--- src/rtl/control_pc_unit.sv ---
// Single-cycle control decoder and program-counter datapath for a 13-bit word-addressed core.
// Decode is purely combinational; the only state is the PC register.
module control_pc_unit (
    input  logic        clk,
    input  logic        reset,
    input  logic [31:0] instr,
    input  logic        zero_flag,
    input  logic [12:0] rs_data,
    output logic [12:0] pc,
    output logic [12:0] pc_plus1,
    output logic [12:0] branch_target,
    output logic [12:0] next_pc,
    output logic [3:0]  alu_control,
    output logic        alu_src,
    output logic        reg_dst,
    output logic        mem_write,
    output logic        mem_read,
    output logic        beq,
    output logic        bne,
    output logic        jump,
    output logic        mem_to_reg,
    output logic        reg_write,
    output logic        jr,
    output logic        jal,
    output logic        sign_ext
);

    localparam logic [5:0] OP_RTYPE = 6'h00;
    localparam logic [5:0] OP_J     = 6'h02;
    localparam logic [5:0] OP_JAL   = 6'h03;
    localparam logic [5:0] OP_BEQ   = 6'h04;
    localparam logic [5:0] OP_BNE   = 6'h05;
    localparam logic [5:0] OP_ADDI  = 6'h08;
    localparam logic [5:0] OP_SLTI  = 6'h0A;
    localparam logic [5:0] OP_ANDI  = 6'h0C;
    localparam logic [5:0] OP_ORI   = 6'h0D;
    localparam logic [5:0] OP_LW    = 6'h23;
    localparam logic [5:0] OP_SW    = 6'h2B;

    localparam logic [5:0] FN_SLL   = 6'h00;
    localparam logic [5:0] FN_SRL   = 6'h02;
    localparam logic [5:0] FN_JR    = 6'h08;
    localparam logic [5:0] FN_ADD   = 6'h20;
    localparam logic [5:0] FN_SUB   = 6'h22;
    localparam logic [5:0] FN_AND   = 6'h24;
    localparam logic [5:0] FN_OR    = 6'h25;
    localparam logic [5:0] FN_NOR   = 6'h27;
    localparam logic [5:0] FN_SLT   = 6'h2A;

    localparam logic [3:0] ALU_AND  = 4'b0000;
    localparam logic [3:0] ALU_OR   = 4'b0001;
    localparam logic [3:0] ALU_ADD  = 4'b0010;
    localparam logic [3:0] ALU_SUB  = 4'b0110;
    localparam logic [3:0] ALU_SLT  = 4'b0111;
    localparam logic [3:0] ALU_SLL  = 4'b1000;
    localparam logic [3:0] ALU_SRL  = 4'b1001;
    localparam logic [3:0] ALU_NOR  = 4'b1100;

    logic [5:0]         op;
    logic [5:0]         funct;
    logic signed [12:0] imm13;
    logic               take_branch;
    logic               unused_bits;

    assign op    = instr[31:26];
    assign funct = instr[5:0];
    // Sign and zero extension agree on the low 13 bits, so one immediate serves both.
    assign imm13 = $signed(instr[12:0]);
    assign unused_bits = ^{instr[25:13], instr[11:6]};

    always_comb begin
        alu_control = ALU_ADD;
        alu_src     = 1'b0;
        reg_dst     = 1'b0;
        mem_write   = 1'b0;
        mem_read    = 1'b0;
        beq         = 1'b0;
        bne         = 1'b0;
        jump        = 1'b0;
        mem_to_reg  = 1'b0;
        reg_write   = 1'b0;
        jr          = 1'b0;
        jal         = 1'b0;
        sign_ext    = 1'b0;

        case (op)
            OP_RTYPE: begin
                if (funct == FN_JR) begin
                    jr = 1'b1;
                end else begin
                    // Unknown functs stay a full NOP; only recognised ones write rd.
                    reg_dst   = 1'b1;
                    reg_write = 1'b1;
                    case (funct)
                        FN_ADD:  alu_control = ALU_ADD;
                        FN_SUB:  alu_control = ALU_SUB;
                        FN_AND:  alu_control = ALU_AND;
                        FN_OR:   alu_control = ALU_OR;
                        FN_NOR:  alu_control = ALU_NOR;
                        FN_SLT:  alu_control = ALU_SLT;
                        FN_SLL:  alu_control = ALU_SLL;
                        FN_SRL:  alu_control = ALU_SRL;
                        default: begin
                            reg_dst   = 1'b0;
                            reg_write = 1'b0;
                        end
                    endcase
                end
            end
            OP_ADDI: begin
                alu_src   = 1'b1;
                reg_write = 1'b1;
                sign_ext  = 1'b1;
            end
            OP_SLTI: begin
                alu_src     = 1'b1;
                reg_write   = 1'b1;
                sign_ext    = 1'b1;
                alu_control = ALU_SLT;
            end
            OP_ANDI: begin
                alu_src     = 1'b1;
                reg_write   = 1'b1;
                alu_control = ALU_AND;
            end
            OP_ORI: begin
                alu_src     = 1'b1;
                reg_write   = 1'b1;
                alu_control = ALU_OR;
            end
            OP_LW: begin
                alu_src    = 1'b1;
                mem_read   = 1'b1;
                mem_to_reg = 1'b1;
                reg_write  = 1'b1;
                sign_ext   = 1'b1;
            end
            OP_SW: begin
                alu_src   = 1'b1;
                mem_write = 1'b1;
                sign_ext  = 1'b1;
            end
            OP_BEQ: begin
                beq         = 1'b1;
                sign_ext    = 1'b1;
                alu_control = ALU_SUB;
            end
            OP_BNE: begin
                bne         = 1'b1;
                sign_ext    = 1'b1;
                alu_control = ALU_SUB;
            end
            OP_J: begin
                jump = 1'b1;
            end
            OP_JAL: begin
                jump      = 1'b1;
                jal       = 1'b1;
                reg_write = 1'b1;
            end
            default: begin
            end
        endcase
    end

    // Next-PC selection; all adds wrap modulo 2^13.
    assign pc_plus1      = pc + 13'd1;
    assign branch_target = 13'($signed(pc_plus1) + imm13);
    assign take_branch   = (beq & zero_flag) | (bne & ~zero_flag);

    always_comb begin
        next_pc = pc_plus1;
        if (jr) begin
            next_pc = rs_data;
        end else if (jump) begin
            next_pc = instr[12:0];
        end else if (take_branch) begin
            next_pc = branch_target;
        end
    end

    // PC register stage.
    always_ff @(posedge clk) begin
        if (reset) begin
            pc <= 13'h0000;
        end else begin
            pc <= next_pc;
        end
    end

endmodule

--- config.mk ---
export PLATFORM = sky130hd
export DESIGN_NAME = control_pc_unit
export DESIGN_NICKNAME = d
export VERILOG_FILES = /design/src/rtl/control_pc_unit.sv
export SDC_FILE = /design/constraint.sdc
export NUM_CORES = 1
export LEC_CHECK = 0
export BUFFER_PORTS_ARGS = -buffer_cell sky130_fd_sc_hd__clkbuf_2
export CORE_ASPECT_RATIO = 1.5
export CORE_UTILIZATION = 30
export CTS_BUF_LIST = sky130_fd_sc_hd__clkbuf_8
export DETAILED_ROUTE_END_ITERATION = 7
export GPL_TIMING_DRIVEN = 1
export SLEW_MARGIN = 20
export SYNTH_ARGS = -nofsm -noshare
export SYNTH_HDL_FRONTEND = slang
export SYNTH_SLANG_ARGS = --single-unit
--- constraint.sdc ---
create_clock -name clk -period 4.8 [get_ports clk]
set_input_delay 0.48 -clock clk [delete_from_list [all_inputs] [get_ports clk]]
set_output_delay 0.48 -clock clk [all_outputs]
set_load 0.01 [all_outputs]
==> results.txt, run 1 <==
----------------------------------------------------
[Clock tree]
  Total CTS buffers ... 3
  Reg clk slew, reported paths ... 0.05 ns
  TritonCTS sink count ... 13
  Post CTS Setup Buffer Count ... 0
  Root cell of the clock tree ... clkbuf_8
  H-tree depth ... 1
  Hold buffers post-CTS ... 0
  Clock Latency Late Sink ... around 0.23 ns
  TritonCTS clock tree ... yes
  Number of buffers between clock root and the deepest sink ... 2
  Post-cts gate resize count ... 0

[Layout]
  Antenna diodes ... 0
  Number of flip-flops in the largest register ... 13
  Most flop-heavy register ... pc
  Final design utilization ... a little over 40%
  Final nets ... 426
  Filler Cells Inserted ... approximately 700
  Fraction of layout cells with a size suffix above 1 ... approximately a third
  Area growth syn-to-layout ... 28.5%
  Registers with the most flip-flops ... pc (13)

[STA]
  Number of setup violations in the final report ... 0
  Worst slew margin relative to its limit ... 54.4%
  Highest Clock Rate ... 256 MHz
  Post-route clock skew ... 0.000900 ns
  RSZ-0062 raised after global routing ... no
  Minimum clock period ... 3.91 ns
  Share of the clock period used by the worst path after layout ... 81.5%
  Hold violation total from the final report ... 0
  TNS Setup ... 0 ns
  Max-slew violations ... 0
  Worst Max-Slew Pin Slew ... around 0.68 ns

[Route]
  Final WL ... 6940 µm
  DRC violation count after routing ... 0
  Number of optimization iterations in the first detailed-route pass ... 4
  Vias per cell ... 5.49
  Vias ... 2400
  Count of nets left with antenna violations after detail routing ... 0
  Average detailed-routed wire length per instance ... 15.9 µm
  Number of DRC markers in iteration 0 ... 110

[Synth]
  Distinct cells, synth ... 58
  Gate count after technology mapping ... 272
  Synthesized area per cell ... between 7 and 8 µm²
  Synth top area cells ... dfxtp_1 13%, ha_1 8.4%, nor2_1 5.4%, xnor2_1 5.4%, xor2_1 4.9%
  Synth top area share ... around an eighth
  Cell accounting for the most synthesized area ... dfxtp_1
  Most frequently used cell type in the post-synthesis netlist ... nor2_1
  Synth cell count leaders ... 28 x nor2_1, 23 x nand2_1, 18 x a21oi_1
  Flip-flop cell with the highest count after synthesis ... dfxtp_1
  Netlist Area Pre-Place ... 0.00195 mm²
  Register area share after synthesis ... 13.4%
  Number of warnings printed during yosys synthesis ... 0
  Post-synth EDFFs ... 0
  Synthesis-stage register bit count ... 13
  Net count after synthesis ... between 300 and 400
  Share of async-settable or async-resettable flops after synthesis ... 0%

[GRT]
  Overflow left after global routing ... 0
  Total routing resource utilization after global routing ... 20.4%
  Number of antenna violations at the first check in global routing ... 0
  Largest net degree at the start of global routing ... 18
  Via count of the first global-routing pass ... 2204
  Global-route wire length before repair ... 10700 µm

[Floorplan]
  Area enclosed by the die boundary ... 0.00682 mm²
  I/O pin count ... about 120
  Floorplan die height ... 101 µm
  Initial Utilization ... 31.3%
  Num rows ... 35
  Core Area ... 0.00622 mm²
  Horiz. Die Dim ... about 68 µm

[Critical path]
  Crit path kind ... reg2out
  Worst Setup SP ... pc[0]
  Capturing element type of the critical path ... primary output
  Critical Path Start Type ... flop
  Launch instance of the worst register-to-register path ... pc[0]
  Arrival time at the worst endpoint ... 3.43 ns
  Data required time at the worst endpoint ... 4.32 ns
  Top fanout value on the critical path ... 6

[Placed design]
  Count of buffers inserted at the top-level ports ... 102
  Routability Congestion ... 0.895
  HPWL after DPL ... between 5000 and 6000 µm

[Pwr]
  Maximum vdd ir drop ... 0.000179 V
  Pwr dens ... 174 mW/mm²
  Leak pwr ... approximately 1.3 nW

[Job]
  Number of max-capacitance violations reported ... 0

[Min path]
  Launch instance of the worst min-delay path ... rs_data[6]
  Min-Delay Path Class ... in2reg

[Run status]
  Run status ... finished, final reports clean

----------------------------------------------------
[power breakdown]
group	internal [W]	leakage [nW]	switching, W	total, W
logic	0.0000921	1.18	0.000131	0.000223
clock network	0.0000563	0.0269	0.0000364	0.0000927
registers	0.000113	0.106	0.00000621	0.000119
[kinds of logic (layout without fill, tap and decap cells)]
| group | count (synthesis) | after routing | share of synthesized area, % |
|---|---|---|---|
| compound gates | 76 | 76 | 26.9 |
| xor+xnor | 23 | 23 | 10.3 |
| fa+ha+maj | 14 | 14 | 9.38 |
| buf+inv | 26 | 117 | 6.88 |
| flops | 13 | 13 | 13.4 |
| mux | 5 | 5 | 2.64 |
| simple gates | 115 | 115 | 30.5 |
[critical path, stage by stage (launching register included)]
cell      delay [ns]
dfxtp_1         0.41
ha_1            0.21
nand3_1         0.20
xor2_1          0.27
inv_1           0.09
ha_1            0.35
a21o_1          0.19
a221oi_2        0.45
o221a_2         0.33
mux2i_1         0.23
mux2i_1         0.26
nand2_1         0.08
clkbuf_2        0.13
[layout make-up]
cell class	count	area, µm²	area share, %
multi-input combinational	233	1550	62.1
timing repair buffer	102	510	20.4
sequential	13	260	10.4
tap	74	92.6	3.70
clock buffer	3	41.3	1.65
inverter	11	41.3	1.65
clock inverter	1	3.75	0.150
[final timing paths]
path / cells after the start / end / slack (ns)
max reg2reg: 11 / pc[12] / 1.58
max: 12 / next_pc[12] / 0.89
min reg2reg: 3 / pc[12] / 0.87
min: 3 / pc[6] / 0.51
[layer usage]
metal  up-vias  part of all wire, %  GRT usage, %
met1      1089                   38          23.4
met5         -                    0             0
met4         0                  3.3          6.89
li1       1184                    -             -
met3        15                  8.0          3.05
met2       112                   50          37.1
[placed cells by master, fill, tap and decap left out, types with 4 or more instances in the layout]
cell type / n
nand2_1: 23
xnor2_1: 12
clkbuf_2: 102
nand4_1: 4
nor2b_1: 5
and2_1: 5
inv_1: 11
and3_1: 7
a21oi_1: 18
nor4_1: 4
xor2_1: 11
mux2i_1: 4
nor3_1: 11
a31oi_1: 7
nand3_1: 14
o22ai_1: 4
o21ai_0: 11
a21o_1: 8
dfxtp_1: 13
ha_1: 13
nor2_1: 28
[stage by stage]
stage,power (W),hold WS [ns],cell area (µm²),std cells,setup WS (ns)
2_1_floorplan,0.000258,0.544,1950,272,1.53
3_3_place_gp,0.000345,0.756,2460,433,1.18
3_5_place_dp,0.000346,0.753,2460,433,1.13
4_1_cts,0.000440,0.513,2500,437,0.868
5_1_grt,0.000466,0.515,2500,437,0.618
6_report,0.000435,0.510,2500,437,0.886
Power figures use the tool's default switching activity.
==> run 2, diff against run 1 <==
Clock period 4.8 ns to 3.2 ns, I/O delays scaled along.
==> run 2 against run 1 <==
  * The flow now finishes with violations (negative setup slack)
  * Count of clock-buffer cells in the layout unchanged
  * Critical endpoint is now branch_target[12]
  * Combinational power up 96%
  * Total power up 76%
  * Global-route usage up 2.3 points
  * Sequential cell count unchanged
  * Critical path depth up 2
  * Highest routed layer unchanged
  * Via count up 9.7%
==> results.txt, run 2 (same netlist as run 1, synthesis figures left out) <==
----------------------------------------------------
[Run status]
  Run status ... finished, violations left
  Violated checks ... negative setup slack

[Floorplan]
  Floorplan die height ... 101 µm (unchanged)
  Num rows ... 35 (unchanged)
  Initial Utilization ... 31.3% (unchanged)
  Core Area ... 0.00622 mm² (unchanged)
  Area enclosed by the die boundary ... 0.00682 mm² (unchanged)
  I/O pin count ... 116 (unchanged)
  Horiz. Die Dim ... 67.8 µm (unchanged)

[Clock tree]
  Total CTS buffers ... 3 (unchanged)
  TritonCTS clock tree ... yes
  Root cell of the clock tree ... clkbuf_8
  H-tree depth ... 1 (unchanged)
  Hold buffers post-CTS ... 0 (unchanged)
  Clock Latency Late Sink ... 0.24 ns (about the same)
  TritonCTS sink count ... 13 (unchanged)
  Number of buffers between clock root and the deepest sink ... 2 (unchanged)
  Reg clk slew, reported paths ... 0.06 ns (about the same)

[Pwr]
  Leak pwr ... 1.63 nW (+24%)
  Maximum vdd ir drop ... 0.000155 V (-14%)
  Total Power ... 0.000764 W (+76%)
  Pwr dens ... 233 mW/mm² (+34%)

[STA]
  Worst Max-Slew Pin Slew ... 0.430 ns (-0.253 ns)
  Worst slew margin relative to its limit ... 71.3% (+17 points)
  RSZ-0062 raised after global routing ... yes
  Max-slew violations ... 0 (unchanged)
  Worst hold slack across all endpoints ... 0.356 ns (-0.154 ns)
  Minimum clock period ... ~3.4 ns
  Post-route clock skew ... 0.00138 ns (+0.000477 ns)
  Hold violation total from the final report ... 0 (unchanged)
  Share of the clock period used by the worst path after layout ... 105%
  Smallest setup slack after layout ... -0.157 ns (-1.04 ns)
  Highest Clock Rate ... 298 MHz
  Number of setup violations in the final report ... 4 (+4)

[Layout]
  Filler Cells Inserted ... 613 (-10%)
  Cell area after layout ... 0.00328 mm² (+31%)
  Leading cell type in the layout, fill and taps excluded ... clkbuf_2
  Final design utilization ... 52.8% (+13 points)
  Most flop-heavy register ... pc
  Number of flip-flops in the largest register ... 13 (unchanged)
  Footprint of the multi-input gates ... 0.00195 mm² (+26%)
  Registers with the most flip-flops ... pc (13)
  Top library cells by usage in the layout, fill and taps aside ... 99 x clkbuf_2, 42 x buf_4, 26 x nor2_1
  Area taken by flip-flops and latches ... 272 µm² (+4.3%)
  Antenna diodes ... 0 (unchanged)
  Final nets ... 473 (+11%)
  Fraction of layout cells with a size suffix above 1 ... 51.2% (+20 points)
  Area growth syn-to-layout ... 68.6%

[Critical path]
  CP peak stage delay ... 0.37 ns (-0.08 ns)
  Top fanout value on the critical path ... 5 (-1)
  Arrival time at the worst endpoint ... 3.04 ns (-0.39 ns)
  Capturing instance or port of the critical path ... branch_target[12]
  R2r setup slk ... 0.28 ns (-1.30 ns)
  Data required time at the worst endpoint ... 2.88 ns (-1.44 ns)
  Capturing element type of the critical path ... primary output
  Critical Path Start Type ... flop
  Launch instance of the worst register-to-register path ... pc[0]
  Max stage delay cell, worst path ... dfxtp_4
  Worst Setup SP ... pc[0]
  Cell Chain, Critical Path ... buf_6 > nand4_1 > nor2_4 > nand3_4 > xnor2_4 > ha_4 > nand3_2 > o22a_1 > o221a_4 > buf_4 > buf_6 > xnor2_4 > xnor2_1 > buf_2
  Worst R2R End ... pc[11]
  Crit path kind ... reg2out
  Cells on worst reg2reg path ... 13 (+2)

[Placed design]
  Routability Congestion ... 0.940 (+5.0%)
  Count of buffers inserted at the top-level ports ... 102 (unchanged)
  HPWL after DPL ... 6170 µm (+8.2%)
  Placed cell area ... 0.00271 mm² (+10%)

[Route]
  Number of DRC markers in iteration 0 ... 130 (+18%)
  Vias ... 2632 (+9.7%)
  DRC violation count after routing ... 0 (unchanged)
  Number of optimization iterations in the first detailed-route pass ... 4 (unchanged)
  Count of nets left with antenna violations after detail routing ... 0 (unchanged)
  Final WL ... 8130 µm (+17%)
  Vias per cell ... 5.44 (-0.98%)
  Average detailed-routed wire length per instance ... 16.8 µm (+5.8%)

[Min path]
  Min-Delay Path Class ... in2reg

[Job]
  Number of max-capacitance violations reported ... 0 (unchanged)

[GRT]
  Global-route wire length before repair ... 11700 µm (+9.5%)
  Routing usage on met3 ... 3.17% (+0.11 points)
  Total routing resource utilization after global routing ... 22.7% (+2.3 points)
  Largest net degree at the start of global routing ... 17 (-1)
  Busiest layer in global routing ... met2
  Grt met1 use ... 24.4% (+1.0 points)
  Via count of the first global-routing pass ... 2489 (+13%)
  Number of antenna violations at the first check in global routing ... 0 (unchanged)
  Overflow left after global routing ... 0 (unchanged)
  M2 GR Usage ... 41.7% (+4.6 points)

----------------------------------------------------
run 2: cell count changes in the layout (fill, tap and decap cells not counted), moves of 6 or more:
| cell | before | now |
|---|---|---|
| buf_4 | 0 | 42 |
| ha_1 | 13 | 5 |
| ha_4 | 0 | 7 |
| a21oi_1 | 18 | 12 |
run 2: worst min path at each step:
stage | from | end | cells past startpoint
4_1_cts | rs_data[6] | pc[6] | 3
3_5_place_dp | rs_data[6] | pc[6] | 3
5_1_grt | rs_data[6] | pc[6] | 3
3_3_place_gp | rs_data[6] | pc[6] | 3
6_report | rs_data[6] | pc[6] | 3
2_1_floorplan | reset | pc[11] | 1
run 2: layout make-up:
class                           instances  share of cell area (%)
Multi-Input combinational cell        233                    59.4
Timing Repair Buffer                  149                    26.9
Sequential cell                        13                    8.27
Tap cell                               74                    2.82
Clock buffer                            3                    1.26
Inverter                               11                    1.26
Clock inverter                          1                   0.114
run 2: worst max-delay path: cells and delay by family, from the launching register on:
family | cells | cell delay, ns
adders and majority gates | 1 | 0.33
and+or+nand+nor | 4 | 0.61
DFF | 1 | 0.37
xor gates and xnor gates | 3 | 0.45
buffers and inverters | 4 | 0.51
AOI/OAI and AO/OA | 2 | 0.53
run 2: where the power goes:
part / leakage [nW] / internal [W] / switching (W)
clock network: 0.0269 / 0.0000848 / 0.0000606
registers: 0.108 / 0.000171 / 0.0000110
logic: 1.49 / 0.000204 / 0.000233
run 2: per-layer routing:
layer	up-vias	wire [µm]
li1	1278	-
met1	1197	2990
met2	130	4250
met3	27	537
met4	0	347
met5	-	0
run 2: timing repair:
action	4_1_cts	5_1_grt
endpoints found under the setup margin	12	12
gates cloned	0	0
resized for setup	47	34
pin swaps	16	23
buffers inserted	8	7
run 2: per-stage QoR:
| stage | cells | worst slack [ns] | TNS (ns) |
|---|---|---|---|
| after detailed placement | 467 | -0.0727 | -0.119 |
| after global routing | 484 | -0.273 | -0.968 |
| after global placement | 467 | -0.0236 | -0.0253 |
| after CTS | 478 | -0.0795 | -0.158 |
| after floorplan | 272 | 0.0863 | 0 |
| final | 484 | -0.157 | -0.342 |
==> run 3, diff against run 2 <==
Settings changed: ABC_AREA set to 1.
==> run 3 against run 2 <==
  * The run now ends clean
  * Hold slack worse by 0.022 ns
  * Critical path depth up 4
  * First-iteration DRC count down 32%
  * Synthesized cell count up 36%
  * Sequential cell count unchanged
  * Count of clock-buffer cells in the layout unchanged
  * Worst setup slack better by 0.33 ns
  * Highest routed layer unchanged
==> results.txt, run 3 <==
----------------------------------------------------
[Run status]
  Run status ... finished, final reports clean

[Synth]
  Simple logic cell fraction of the synthesized area ... 44.0% (+13 points)
  Area fraction in compound gates after synthesis ... 15.9% (-11 points)
  Synth top area share ... 17.9% (+4.6 points)
  Register area share after synthesis ... 12.4% (-0.94 points)
  Most frequently used cell type in the post-synthesis netlist ... nand2_1
  Post-synth EDFFs ... 0 (unchanged)
  Synth top area cells ... nand2_1 18%, dfxtp_1 12%, inv_1 9.9%, nor2_1 8.2%, ha_1 7.8%
  Synth cell count leaders ... 100 x nand2_1, 55 x inv_1, 46 x nor2_1
  Number of warnings printed during yosys synthesis ... 0 (unchanged)
  Gate count after technology mapping ... 371 (+36%)
  Synthesis-stage register bit count ... 13 (unchanged)
  Adder and majority cell fraction of the synthesized area ... 8.72% (-0.66 points)
  Netlist Area Pre-Place ... 0.00209 mm² (+7.6%)
  Cell accounting for the most synthesized area ... nand2_1
  Flip-flop cell with the highest count after synthesis ... dfxtp_1
  Distinct cells, synth ... 39 (-33%)
  Share of async-settable or async-resettable flops after synthesis ... 0% (unchanged)
  Xor/xnor cell area share of the yosys netlist ... 6.21% (-4.1 points)
  Share of cell area taken by muxes after synthesis ... 0% (-2.6 points)
  Net count after synthesis ... 433 (+30%)
  Main combinational cell family by area after synthesis ... simple AND/OR/NAND/NOR gates
  Synthesized area per cell ... 5.65 µm² (-21%)

[STA]
  Minimum clock period ... 3.03 ns (-0.327 ns)
  RSZ-0062 raised after global routing ... yes
  Worst Max-Slew Pin Slew ... 0.633 ns (+0.203 ns)
  Number of setup violations in the final report ... 0 (-4)
  Share of the clock period used by the worst path after layout ... 94.7% (-10 points)
  Hold violation total from the final report ... 0 (unchanged)
  Highest Clock Rate ... 330 MHz (+11%)
  Max-slew violations ... 0 (unchanged)
  Post-route clock skew ... 0.00613 ns (+0.00476 ns)
  TNS Setup ... 0 ns (+0.342 ns)
  Worst slew margin relative to its limit ... 57.4% (-14 points)

[Placed design]
  HPWL after DPL ... 6030 µm (-2.3%)
  Count of buffers inserted at the top-level ports ... 102 (unchanged)
  Routability Congestion ... 0.919 (-2.2%)
  Placed cell count ... 549 (+18%)
  Placed cell area ... 0.00271 mm² (-0.18%)

[GRT]
  Number of antenna violations at the first check in global routing ... 0 (unchanged)
  Largest net degree at the start of global routing ... 21 (+4)
  Overflow left after global routing ... 0 (unchanged)
  Global-route wire length before repair ... 11600 µm (-1.4%)
  Via count of the first global-routing pass ... 2524 (+1.4%)
  Total routing resource utilization after global routing ... 19.5% (-3.2 points)

[Clock tree]
  TritonCTS clock tree ... yes
  Hold buffers post-CTS ... 0 (unchanged)
  Clock Latency Late Sink ... 0.25 ns (about the same)
  Root cell of the clock tree ... clkbuf_8
  Number of buffers between clock root and the deepest sink ... 2 (unchanged)
  Total CTS buffers ... 3 (unchanged)
  H-tree depth ... 1 (unchanged)
  TritonCTS sink count ... 13 (unchanged)
  Reg clk slew, reported paths ... 0.06 ns (about the same)

[Critical path]
  Critical Path Start Type ... flop
  Crit path kind ... reg2out
  Data required time at the worst endpoint ... 2.88 ns (about the same)
  Arrival time at the worst endpoint ... 2.71 ns (-0.33 ns)
  R2r setup slk ... 0.72 ns (+0.44 ns)
  Capturing element type of the critical path ... primary output
  Top fanout value on the critical path ... 4 (-1)

[Layout]
  Filler Cells Inserted ... 698 (+14%)
  Registers with the most flip-flops ... pc (13)
  Leading cell type in the layout, fill and taps excluded ... clkbuf_2
  Area growth syn-to-layout ... 46.7%
  Fraction of layout cells with a size suffix above 1 ... 38.4% (-13 points)
  Top library cells by usage in the layout, fill and taps aside ... 101 x clkbuf_2, 92 x nand2_1, 51 x inv_1
  Most flop-heavy register ... pc
  Number of flip-flops in the largest register ... 13 (unchanged)
  Final nets ... 550 (+16%)
  Non-filler instance count after layout ... 563 (+16%)
  Antenna diodes ... 0 (unchanged)
  Cell area after layout ... 0.00307 mm² (-6.4%)

[Route]
  Vias ... 2745 (+4.3%)
  Average detailed-routed wire length per instance ... 12.8 µm (-24%)
  Number of DRC markers in iteration 0 ... 88 (-32%)
  Final WL ... 7230 µm (-11%)
  Vias per cell ... 4.88 (-10%)
  Count of nets left with antenna violations after detail routing ... 0 (unchanged)
  Number of optimization iterations in the first detailed-route pass ... 4 (unchanged)
  DRC violation count after routing ... 0 (unchanged)

[Pwr]
  Pwr dens ... 254 mW/mm² (+9.2%)
  Leak pwr ... 1.76 nW (+8.3%)
  Maximum vdd ir drop ... 0.000109 V (-29%)

[Floorplan]
  Initial Utilization ... 31.6% (+0.32 points)
  Floorplan die height ... 104 µm (+3.6%)
  I/O pin count ... 116 (unchanged)
  Area enclosed by the die boundary ... 0.00733 mm² (+7.4%)
  Horiz. Die Dim ... 70.2 µm (+3.6%)
  Core Area ... 0.00662 mm² (+6.5%)
  Num rows ... 36 (+2.9%)

[Job]
  Number of max-capacitance violations reported ... 0 (unchanged)

[Min path]
  Min-Delay Path Class ... in2reg

----------------------------------------------------
run 3: cell count changes after synthesis, sizes merged, moves of 7 or more:
cell / delta
nor3: -7
a21oi: +11
and3: -7
nand2: +82
a31oi: -7
nor2: +24
inv: +44
nand3: +11
o21ai: +8
run 3: cell type report:
cell class	count	area, µm²	area share [%]
Clock buffer	3	41.3	1.34
Clock inverter	1	3.75	0.122
Inverter	57	214	6.96
Multi-Input combinational cell	293	1800	58.5
Sequential cell	13	269	8.75
Tap cell	76	95.1	3.09
Timing Repair Buffer	120	653	21.3
run 3: cells by family after synthesis:
logic type | after synthesis
compound gates | 59
xor+xnor | 14
fa+ha+maj | 14
buf+inv | 65
flops | 13
simple gates | 206
run 3: metrics by stage:
step                utilization (%)  setup WS, ns  hold slack, ns  power, W
floorplan                         -         0.322           0.382  0.000419
global placement               40.9         0.215           0.584  0.000577
detailed placement             40.9         0.202           0.592  0.000579
CTS                            41.8       0.00427           0.329  0.000728
global route                   46.4       -0.0430           0.338  0.000851
finish                         46.4         0.170           0.334  0.000781
run 3: critical path, stage by stage, from the launching register on:
cell,delay (ns)
dfxtp_4,0.36
ha_4,0.13
nand2_1,0.08
nor2_4,0.16
nand3_1,0.12
xor2_2,0.18
inv_2,0.08
ha_4,0.29
inv_1,0.06
o21bai_1,0.16
nor2_1,0.07
nand2_1,0.12
nand2_1,0.09
nand3b_1,0.10
nand3_1,0.10
nand2_1,0.10
nand2_2,0.07
nand2_1,0.06
clkbuf_2,0.13
run 3: worst paths after layout:
check / start / endpoint / depth (start not counted)
max: pc[0] / next_pc[11] / 18
min: rs_data[11] / pc[11] / 3
max reg2reg: pc[0] / pc[9] / 17
min reg2reg: pc[12] / pc[12] / 6
run 3: what timing repair did:
| item | 4_1_cts | 5_1_grt |
|---|---|---|
| setup buffers | 0 | 10 |
| pin swaps | 1 | 26 |
| cloned | 0 | 0 |
| gates resized for setup | 3 | 54 |
| endpoints found under the setup margin | 3 | 10 |
run 3: metal layers:
layer	GRT usage (%)	part of all wire, %	up-vias
met5	0	0	-
met4	6.14	0.76	0
met3	3.49	6.0	5
met2	37.0	55	98
met1	21.2	39	1220
li1	-	-	1422
run 3: where the power goes:
group	total [W]	switching (W)	leakage [nW]	internal (W)
Combinational	0.000451	0.000264	1.63	0.000187
Sequential	0.000186	0.0000135	0.109	0.000173
Clock	0.000144	0.0000595	0.0269	0.0000847
Total	0.000781	0.000337	1.76	0.000445
